### src/rtl/fetch_pkg.sv
// rtl/fetch_pkg.sv - shared types and constants for the instruction fetch stage
package fetch_pkg;

    localparam int INST_W = 32;
    localparam int ADDR_W = 32;
    localparam logic [ADDR_W-1:0] PC_STEP = 32'd4;
    localparam logic [INST_W-1:0] NOP = 32'h0000_0013;

    typedef enum logic [1:0] {BOOT, RUN, HALT, FAULT} fetch_state_e;

    typedef struct packed {
        logic [ADDR_W-1:0] pc;
        logic [INST_W-1:0] inst;
    } fetch_entry_t;

    function automatic logic [ADDR_W-1:0] word_align(input logic [ADDR_W-1:0] addr);
        return addr & ~ADDR_W'(3);
    endfunction

endpackage

### src/rtl/fetch_queue.sv
// rtl/fetch_queue.sv - in-order FIFO of fetched {pc, inst} entries with flush
module fetch_queue #(
    parameter int DEPTH = 2,
    parameter int W     = 64
) (
    input  logic         clk,
    input  logic         rst_n,
    input  logic         push,
    input  logic         pop,
    input  logic         flush,
    input  logic [W-1:0] wdata,
    output logic         full,
    output logic         empty,
    output logic [W-1:0] head
);

    localparam int PTR_W = $clog2(DEPTH);
    localparam int CNT_W = PTR_W + 1;

    logic [W-1:0]     mem [DEPTH];
    logic [PTR_W-1:0] wr_ptr;
    logic [PTR_W-1:0] rd_ptr;
    logic [CNT_W-1:0] count;

    assign full  = (count == CNT_W'(DEPTH));
    assign empty = (count == '0);
    assign head  = mem[rd_ptr];

    // Storage is cleared on reset so the head reads zero until the first push.
    always_ff @(posedge clk or negedge rst_n) begin
        if (!rst_n) begin
            wr_ptr <= '0;
            rd_ptr <= '0;
            count  <= '0;
            for (int i = 0; i < DEPTH; i++) begin
                mem[i] <= '0;
            end
        end else if (flush) begin
            wr_ptr <= '0;
            rd_ptr <= '0;
            count  <= '0;
        end else begin
            if (push) begin
                mem[wr_ptr] <= wdata;
                wr_ptr      <= wr_ptr + 1'b1;
            end
            if (pop) begin
                rd_ptr <= rd_ptr + 1'b1;
            end
            count <= count + CNT_W'(push) - CNT_W'(pop);
        end
    end

endmodule

### src/rtl/if_fetch_unit.sv
// rtl/if_fetch_unit.sv - PC owner and fetch queue in front of a combinational ROM
// FETCH_MISALIGN_CHK_EN adds fetch_fault and the FAULT state for misaligned redirects.
module if_fetch_unit
    import fetch_pkg::*;
#(
    parameter logic [31:0] RESET_PC    = 32'h0000_0000,
    parameter int          QDEPTH      = 2,
    parameter int          BOOT_CYCLES = 4
) (
    input  logic        clk,
    input  logic        rst_n,
    output logic [31:0] rom_addr,
    input  logic [31:0] rom_data,
    input  logic        redirect_valid,
    input  logic [31:0] redirect_pc,
    input  logic        halt_req,
    output logic        inst_valid,
    input  logic        inst_ready,
    output logic [31:0] inst_data,
    output logic [31:0] inst_pc,
`ifdef FETCH_MISALIGN_CHK_EN
    output logic        fetch_fault,
`endif
    output logic        fetch_busy
);

    fetch_state_e      state;
    logic [3:0]        boot_cnt;
    logic [ADDR_W-1:0] pc_q;
    logic [ADDR_W-1:0] redirect_tgt;
    logic              push;
    logic              pop;
    logic              full;
    logic              empty;
    fetch_entry_t      push_entry;
    fetch_entry_t      head;

`ifdef FETCH_MISALIGN_CHK_EN
    logic misaligned;
    assign misaligned   = (redirect_pc[1:0] != 2'b00);
    assign redirect_tgt = redirect_pc;
`else
    assign redirect_tgt = word_align(redirect_pc);
`endif

    assign rom_addr   = pc_q;
    assign inst_valid = !empty;
    assign inst_pc    = head.pc;
    assign inst_data  = head.inst;
    assign pop        = inst_valid && inst_ready;
    // A halt sampled this edge already suppresses the fetch, as does any redirect.
    assign push       = (state == RUN) && !halt_req && !redirect_valid && (!full || pop);
    assign push_entry = '{pc: pc_q, inst: rom_data};

    fetch_queue #(
        .DEPTH (QDEPTH),
        .W     ($bits(fetch_entry_t))
    ) u_queue (
        .clk   (clk),
        .rst_n (rst_n),
        .push  (push),
        .pop   (pop),
        .flush (redirect_valid),
        .wdata (push_entry),
        .full  (full),
        .empty (empty),
        .head  (head)
    );

    always_ff @(posedge clk or negedge rst_n) begin
        if (!rst_n) begin
            state      <= BOOT;
            boot_cnt   <= '0;
            pc_q       <= RESET_PC;
            fetch_busy <= 1'b0;
`ifdef FETCH_MISALIGN_CHK_EN
            fetch_fault <= 1'b0;
`endif
        end else begin
            if (redirect_valid) begin
                pc_q <= redirect_tgt;
            end else if (push) begin
                pc_q <= pc_q + PC_STEP;
            end

            case (state)
                BOOT: begin
                    if (boot_cnt == 4'(BOOT_CYCLES)) begin
                        state      <= RUN;
                        fetch_busy <= 1'b1;
                    end else begin
                        boot_cnt <= boot_cnt + 4'd1;
                    end
                end
                RUN: begin
                    if (halt_req) begin
                        state      <= HALT;
                        fetch_busy <= 1'b0;
                    end
                end
                HALT: begin
                    if (!halt_req) begin
                        state      <= RUN;
                        fetch_busy <= 1'b1;
                    end
                end
`ifdef FETCH_MISALIGN_CHK_EN
                FAULT: begin
                    if (redirect_valid) begin
                        state       <= halt_req ? HALT : RUN;
                        fetch_busy  <= !halt_req;
                        fetch_fault <= 1'b0;
                    end
                end
`endif
                default: begin
                    state      <= BOOT;
                    fetch_busy <= 1'b0;
                end
            endcase

`ifdef FETCH_MISALIGN_CHK_EN
            // A misaligned target wins over every other transition.
            if (redirect_valid && misaligned) begin
                state       <= FAULT;
                fetch_busy  <= 1'b0;
                fetch_fault <= 1'b1;
            end
`endif
        end
    end

endmodule

### config.mk
export PLATFORM = sky130hd
export DESIGN_NAME = if_fetch_unit
export DESIGN_NICKNAME = d
export VERILOG_FILES = /design/src/rtl/fetch_pkg.sv /design/src/rtl/fetch_queue.sv /design/src/rtl/if_fetch_unit.sv
export SDC_FILE = /design/constraint.sdc
export NUM_CORES = 1
export LEC_CHECK = 0
export BUFFER_PORTS_ARGS = -buffer_cell sky130_fd_sc_hd__buf_2
export CAP_MARGIN = 40
export CORE_AREA = 2 2 151 153
export CTS_BUF_LIST = sky130_fd_sc_hd__clkbuf_4 sky130_fd_sc_hd__clkbuf_8 sky130_fd_sc_hd__clkbuf_16
export CTS_CLUSTER_DIAMETER = 60
export DETAILED_ROUTE_END_ITERATION = 8
export DIE_AREA = 0 0 153 155
export HOLD_SLACK_MARGIN = 0.03
export SYNTH_ARGS = -nofsm -noshare
export SYNTH_HDL_FRONTEND = slang
export SYNTH_SLANG_ARGS = --single-unit
### constraint.sdc
create_clock -name clk -period 2.38 [get_ports clk]
set_input_delay 0.714 -clock clk [delete_from_list [all_inputs] [get_ports clk]]
set_output_delay 0.714 -clock clk [all_outputs]
set_load 0.05 [all_outputs]
=== After elaboration in Yosys (flattened, before gate mapping) ===
Index checks and enable logic that the tools add are counted.

* Register bits after elaboration: 171
* Bits in latches: 0
* RAM bits: 0
* Memory bits (read-only): 0
* Bits of input ports: 69
* Output and inout port bits: 98
* Logic and storage cells: 67
* Memories: 0

* $add $sub $neg: 6
* $mul: 0
* Divide/modulo/power cells: 0
* $lt $le $gt $ge: 3
* Equality and inequality tests: 7
* Shift operators: 0
* Mux-type cells: 21
* Bitwise gates (word level): 4
* Reduce and logical (&&, ||, !) cells: 17

{| class="wikitable"
|+ Operator list
! kind !! number
|-
| $mux W64 || 4
|-
| $bwmux W128 || 1
|-
| $demux W64 S1 || 1
|-
| $mux W32 || 2
|-
| $add A32 B3 Y32 const B || 1
|-
| $mux W2 || 4
|-
| $mux W1 || 7
|-
| $ne A2 B2 Y1 const B || 3
|-
| $pmux W2 S3 || 1
|-
| $logic_and A1 B1 Y1 || 5
|-
| $add A4 B1 Y4 const B || 1
|-
| $eq A2 B2 Y1 const B || 2
|-
| $eq A4 B3 Y1 const B || 1
|-
| $ge A2 B2 Y1 const B || 2
|-
| $logic_not A1 Y1 || 4
|-
| $logic_not A2 Y1 || 2
|-
| $not A1 Y2 || 2
|-
| $reduce_and A2 Y1 || 2
|-
| $reduce_bool A2 Y1 || 2
|-
| $pmux W1 S3 || 1
|-
| $reduce_and A3 Y1 || 1
|-
| $add A1 B1 Y1 const B || 2
|-
| $add A2 B1 Y2 || 1
|-
| $eq A2 B1 Y1 const B || 1
|-
| other kinds (4) || 5
|}

=== Logic depth before layout (Yosys ltp) ===
* Depth in word-level cells: 8
* Depth in mapped cells: 7
* Depth with buffers taken out: 7

=== Cells and area by module ===
A second synthesis with hierarchy kept.

* Cells, all modules: 609
* Area total of the unflattened synthesis: 8299.2 µm²

{| class="wikitable"
|+ Modules (own cells, without submodules)
! module !! instances !! cells an instance !! area an instance (µm²) !! sequential area each (µm²)
|-
| fetch_queue || 1 || 360 || 6058.3 || 3303.2
|-
| if_fetch_unit || 1 || 249 || 2240.9 || 925.9
|}

=== Least setup slack after synthesis ===
OpenSTA, ideal clock, no wires.

* Path type: input-to-reg
* Start: input port redirect_valid
* End: register u_queue.mem[11] (netlist bit)
* Library setup time: 0.125 ns
* Data arrival time: 2.085 ns
* Required time: 2.255 ns
* Path slack: 0.171 ns
* Stages on the path: 6
* Path buffers: 2
* Cells stage by stage: clkbuf_1 -> clkinv_1 -> and3_1 -> nand2_1 -> buf_4 -> mux2_2

* Longest elaborated chain between the ends: 4
* Elaborated cells between the ends (all ways): 5
* Those cells by class: 1 x bitwise; 4 x reduce/logical

{| class="wikitable"
|+ Ends and longest elaborated chain
! element !! RTL line !! text
|-
| start, declared || if_fetch_unit.sv:14 || <nowiki>input logic redirect_valid,</nowiki>
|-
| $logic_not A1 Y1 || if_fetch_unit.sv:52 || <nowiki>assign push = (state == RUN) && !halt_req && !redirect_valid && (!full || pop);</nowiki>
|-
| $logic_and A1 B1 Y1 (2 in series) || if_fetch_unit.sv:52 ||
|-
| $reduce_and A2 Y1 (no source line) * || -- ||
|-
| end signal, assigned by index || fetch_queue.sv:44 || <nowiki>mem[wr_ptr] <= wdata;</nowiki>
|-
| end, declared || fetch_queue.sv:20 || <nowiki>logic [W-1:0] mem [DEPTH];</nowiki>
|}

Every way passes the cells marked *; elsewhere a longest branch is shown, timed or not.
A chain may end at the register's enable or synchronous reset.

=== Worst setup path in the final report ===
* Start: register u_queue.rd_ptr
* End: output port inst_pc[10]

* Longest elaborated chain between the ends: 4

{| class="wikitable"
|+ Ends and longest elaborated chain
! element !! RTL line !! text
|-
| start, declared || fetch_queue.sv:22 || <nowiki>logic [PTR_W-1:0] rd_ptr;</nowiki>
|-
| start signal, assigned || fetch_queue.sv:48 || <nowiki>rd_ptr <= rd_ptr + 1'b1;</nowiki>
|-
| $not A1 Y2 (implied by the code) || fetch_queue.sv:27 || <nowiki>assign head = mem[rd_ptr];</nowiki>
|-
| $mux W64 (implied by the code) (3 in series) || fetch_queue.sv:27 ||
|-
| end, declared || if_fetch_unit.sv:20 || <nowiki>output logic [31:0] inst_pc,</nowiki>
|}

Every way passes these cells. The select of a mux whose other input is x is not followed.

==> run metrics <==
Async SR Flop Fraction 100%; # setup viols final 27; post-synthesis cell type count 44; post-detail-place hpwl 13.1 mm; violated checks negative setup slack; critical path class reg2out; Initial Utilization 35.2%; Synth warnings 0; Layout Cells excl Fill 1085; max-cap viol count 0; CTS sink cnt 165; Flop pwr share 29.7%; Worst-Skew Late Latency 420 ps; RePlAce Congestion 0.732; Pins Over Slew Limit 0; Post-synth EDFFs 0; overall power 15500 µW; Clock transition at path regs 60 ps; gr ovfl total 0; top_reg_cell synth dfrtp_1; Area contributors post-synth dfrtp_1 53%, mux2_2 25%, or4_1 1.8%; total leakage power 0.00466 µW; vias in the first global route 5600; final worst slack -11.2 ps; net load switching power 6340 µW; Sw Share 40.9%; H-tree depth 4; n_diodes 0; multi-input combinational cell area 3470 µm²; Slew HR 59.4%; # fillers 2050; HP Class in2async; DRT Pass-1 Iters 4; vias per inst 5.05; CTS tree done; unrepaired setup endpoints after global routing yes; number of port buffers 160; post-route ant nets 0; CP endpoint kind output port; CTS root buf clkbuf_16; Worst Setup Start Kind flop; outcome complete, but fails checks; CTS Buffer Depth 2; peak supply drop 988 µV; post-synth top area share 52.8%; Pint 9150 µW; Hold Vio Cnt, Final 0; first-iteration detailed-routing DRC count 239; Vias 5479; dpl cells 1046; final clock skew 8.80 ps; post-synthesis register bit count 165; WL per Instance 18.1 µm; layout cells sized above 1 52.9%; sequential share of the synthesized area 52.8%; final core occ 46.3%; area grow syn2layout 31.7%; Tmin final 2390 ps; Die Wd 153 µm; Inserted Clock Buffers 17; core area 22200 µm²; Cells after Synth 604; Max Clock Freq 418 MHz; Synth area leader dfrtp_1; first-pass GRT wire length 30.5 mm; Slew @ Worst Pin 609 ps; Post-Syn Area 7820 µm²; register area 4130 µm²; initial antenna violation count 2; Comb pwr share 51.5%; die area 23700 µm²; num ports 167; CP Max Fanout 11; Clk pwr share 18.8%; CP Data Required Time 1670 ps; mean post-synth cell area 12.9 µm²; largest net degree at the start of global routing 47; Remaining DRCs 0; Power Density 1500 nW/µm²; crit path DAT 1680 ps; Final period util 100%; Tot GR Track Use 16.2%; DIE HEIGHT 155 µm; nets 862; num rows 55; wirelength, routed 19.6 mm
flip-flops by register name, indices dropped and copies added (netlist names):
signal / count
boot_cnt: 4
fetch_busy: 1
rom_addr: 30
state: 2
u_queue.count: 2
u_queue.mem: 124
u_queue.rd_ptr: 1
u_queue.wr_ptr: 1
power groups by stage:
stage | clock [µW] | combinational (µW) | sequential, µW
after floorplan | 0 | 5220 | 4660
after detailed placement | 0 | 6800 | 4650
after CTS | 3010 | 7380 | 4600
after global routing | 3130 | 8390 | 4760
after global placement | 0 | 6740 | 4590
final | 2920 | 7970 | 4600
worst max-delay path, stage by stage, from the launching register on:
cell,delay (ps)
dfrtp_2,410
buf_12,160
clkbuf_16,180
mux2_2,350
buf_6,150
per-layer routing:
metal	global-route usage, %	share of wire, %	vias up
met1	21.6	46	2753
met2	26.1	48	129
met3	4.93	5.4	18
met4	3.97	0.91	2
li1	-	-	2577
met5	0	0.066	-
cell usage in the layout, fill, tap and decap left out, types with 10 or more instances in the layout:
cell	count
nor2_1	26
nand2_1	19
buf_6	47
or4_1	19
buf_2	108
inv_1	10
mux2_2	167
and3_1	10
o21ai_0	13
a31oi_1	20
buf_4	29
dfrtp_1	164
buf_12	10
clkbuf_16	20
mux2_1	12
nand3_1	12
nand4_1	12
o31ai_1	17
metrics by stage:
stage                     hold WS [ps]  TNS [ps]  setup WS, ps  cell area [µm²]
after floorplan                    418         0           171             7830
after global placement             463         0           110             9160
after detailed placement           475         0          77.0             9160
after CTS                          227      -838         -49.8             9990
after global routing               234     -2650         -70.6            10300
final                              227      -103         -11.2            10300
worst paths after layout:
path                                        end  cells past startpoint      startpoint  slack [ps]
worst max-delay path                inst_pc[10]                      4  u_queue.rd_ptr         -10
worst min-delay path            u_queue.mem[69]                      1           rst_n         230
worst max register to register     rom_addr[28]                      4    rom_addr[13]         320
worst min register to register      boot_cnt[3]                      1     boot_cnt[3]         480
max in group asynchronous        u_queue.mem[4]                      2           rst_n        1490
min in group clk                    boot_cnt[3]                      1     boot_cnt[3]         480
synth_stat cells, drive strengths merged, types with 2 or more instances:
master,count
mux2,188
dfrtp,165
nor2,26
buf,22
nand2,21
a31oi,20
clkbuf,20
or4,19
o31ai,17
nand3,13
nand4,13
o21ai,13
and3,10
inv,10
xor2,8
xnor2,7
and4,6
ha,5
and2,4
nor3,2
cell families (layout without fill, tap and decap cells):
kind of cell	after synthesis	in the layout	share of synthesized area, %
DFF	165	165	52.8
buffers and inverters	53	246	3.46
AOI/OAI and AO/OA	56	56	4.78
xor gates and xnor gates	15	15	1.68
adders and majority gates	5	5	0.800
and+or+nand+nor	120	120	9.22
other	1	4	0.0480
muxes	189	189	27.2
layout make-up:
cell class / instances / area share [%]
clock buffers: 22 / 4.74
clock inverters: 9 / 1.37
inverters: 11 / 0.401
multi-input cells: 389 / 33.7
flip-flops and latches: 165 / 40.1
well taps: 285 / 3.46
repair buffers: 204 / 16.2
what timing repair did:
action | 4_1_cts | 5_1_grt
endpoints found under the setup margin | 41 | 43
hold buffers | 0 | 0
cloned | 0 | 5
gates resized for setup | 68 | 60
pin swaps | 0 | 0
setup buffers | 0 | 3
No activity file was read; power rests on OpenSTA's default activity.
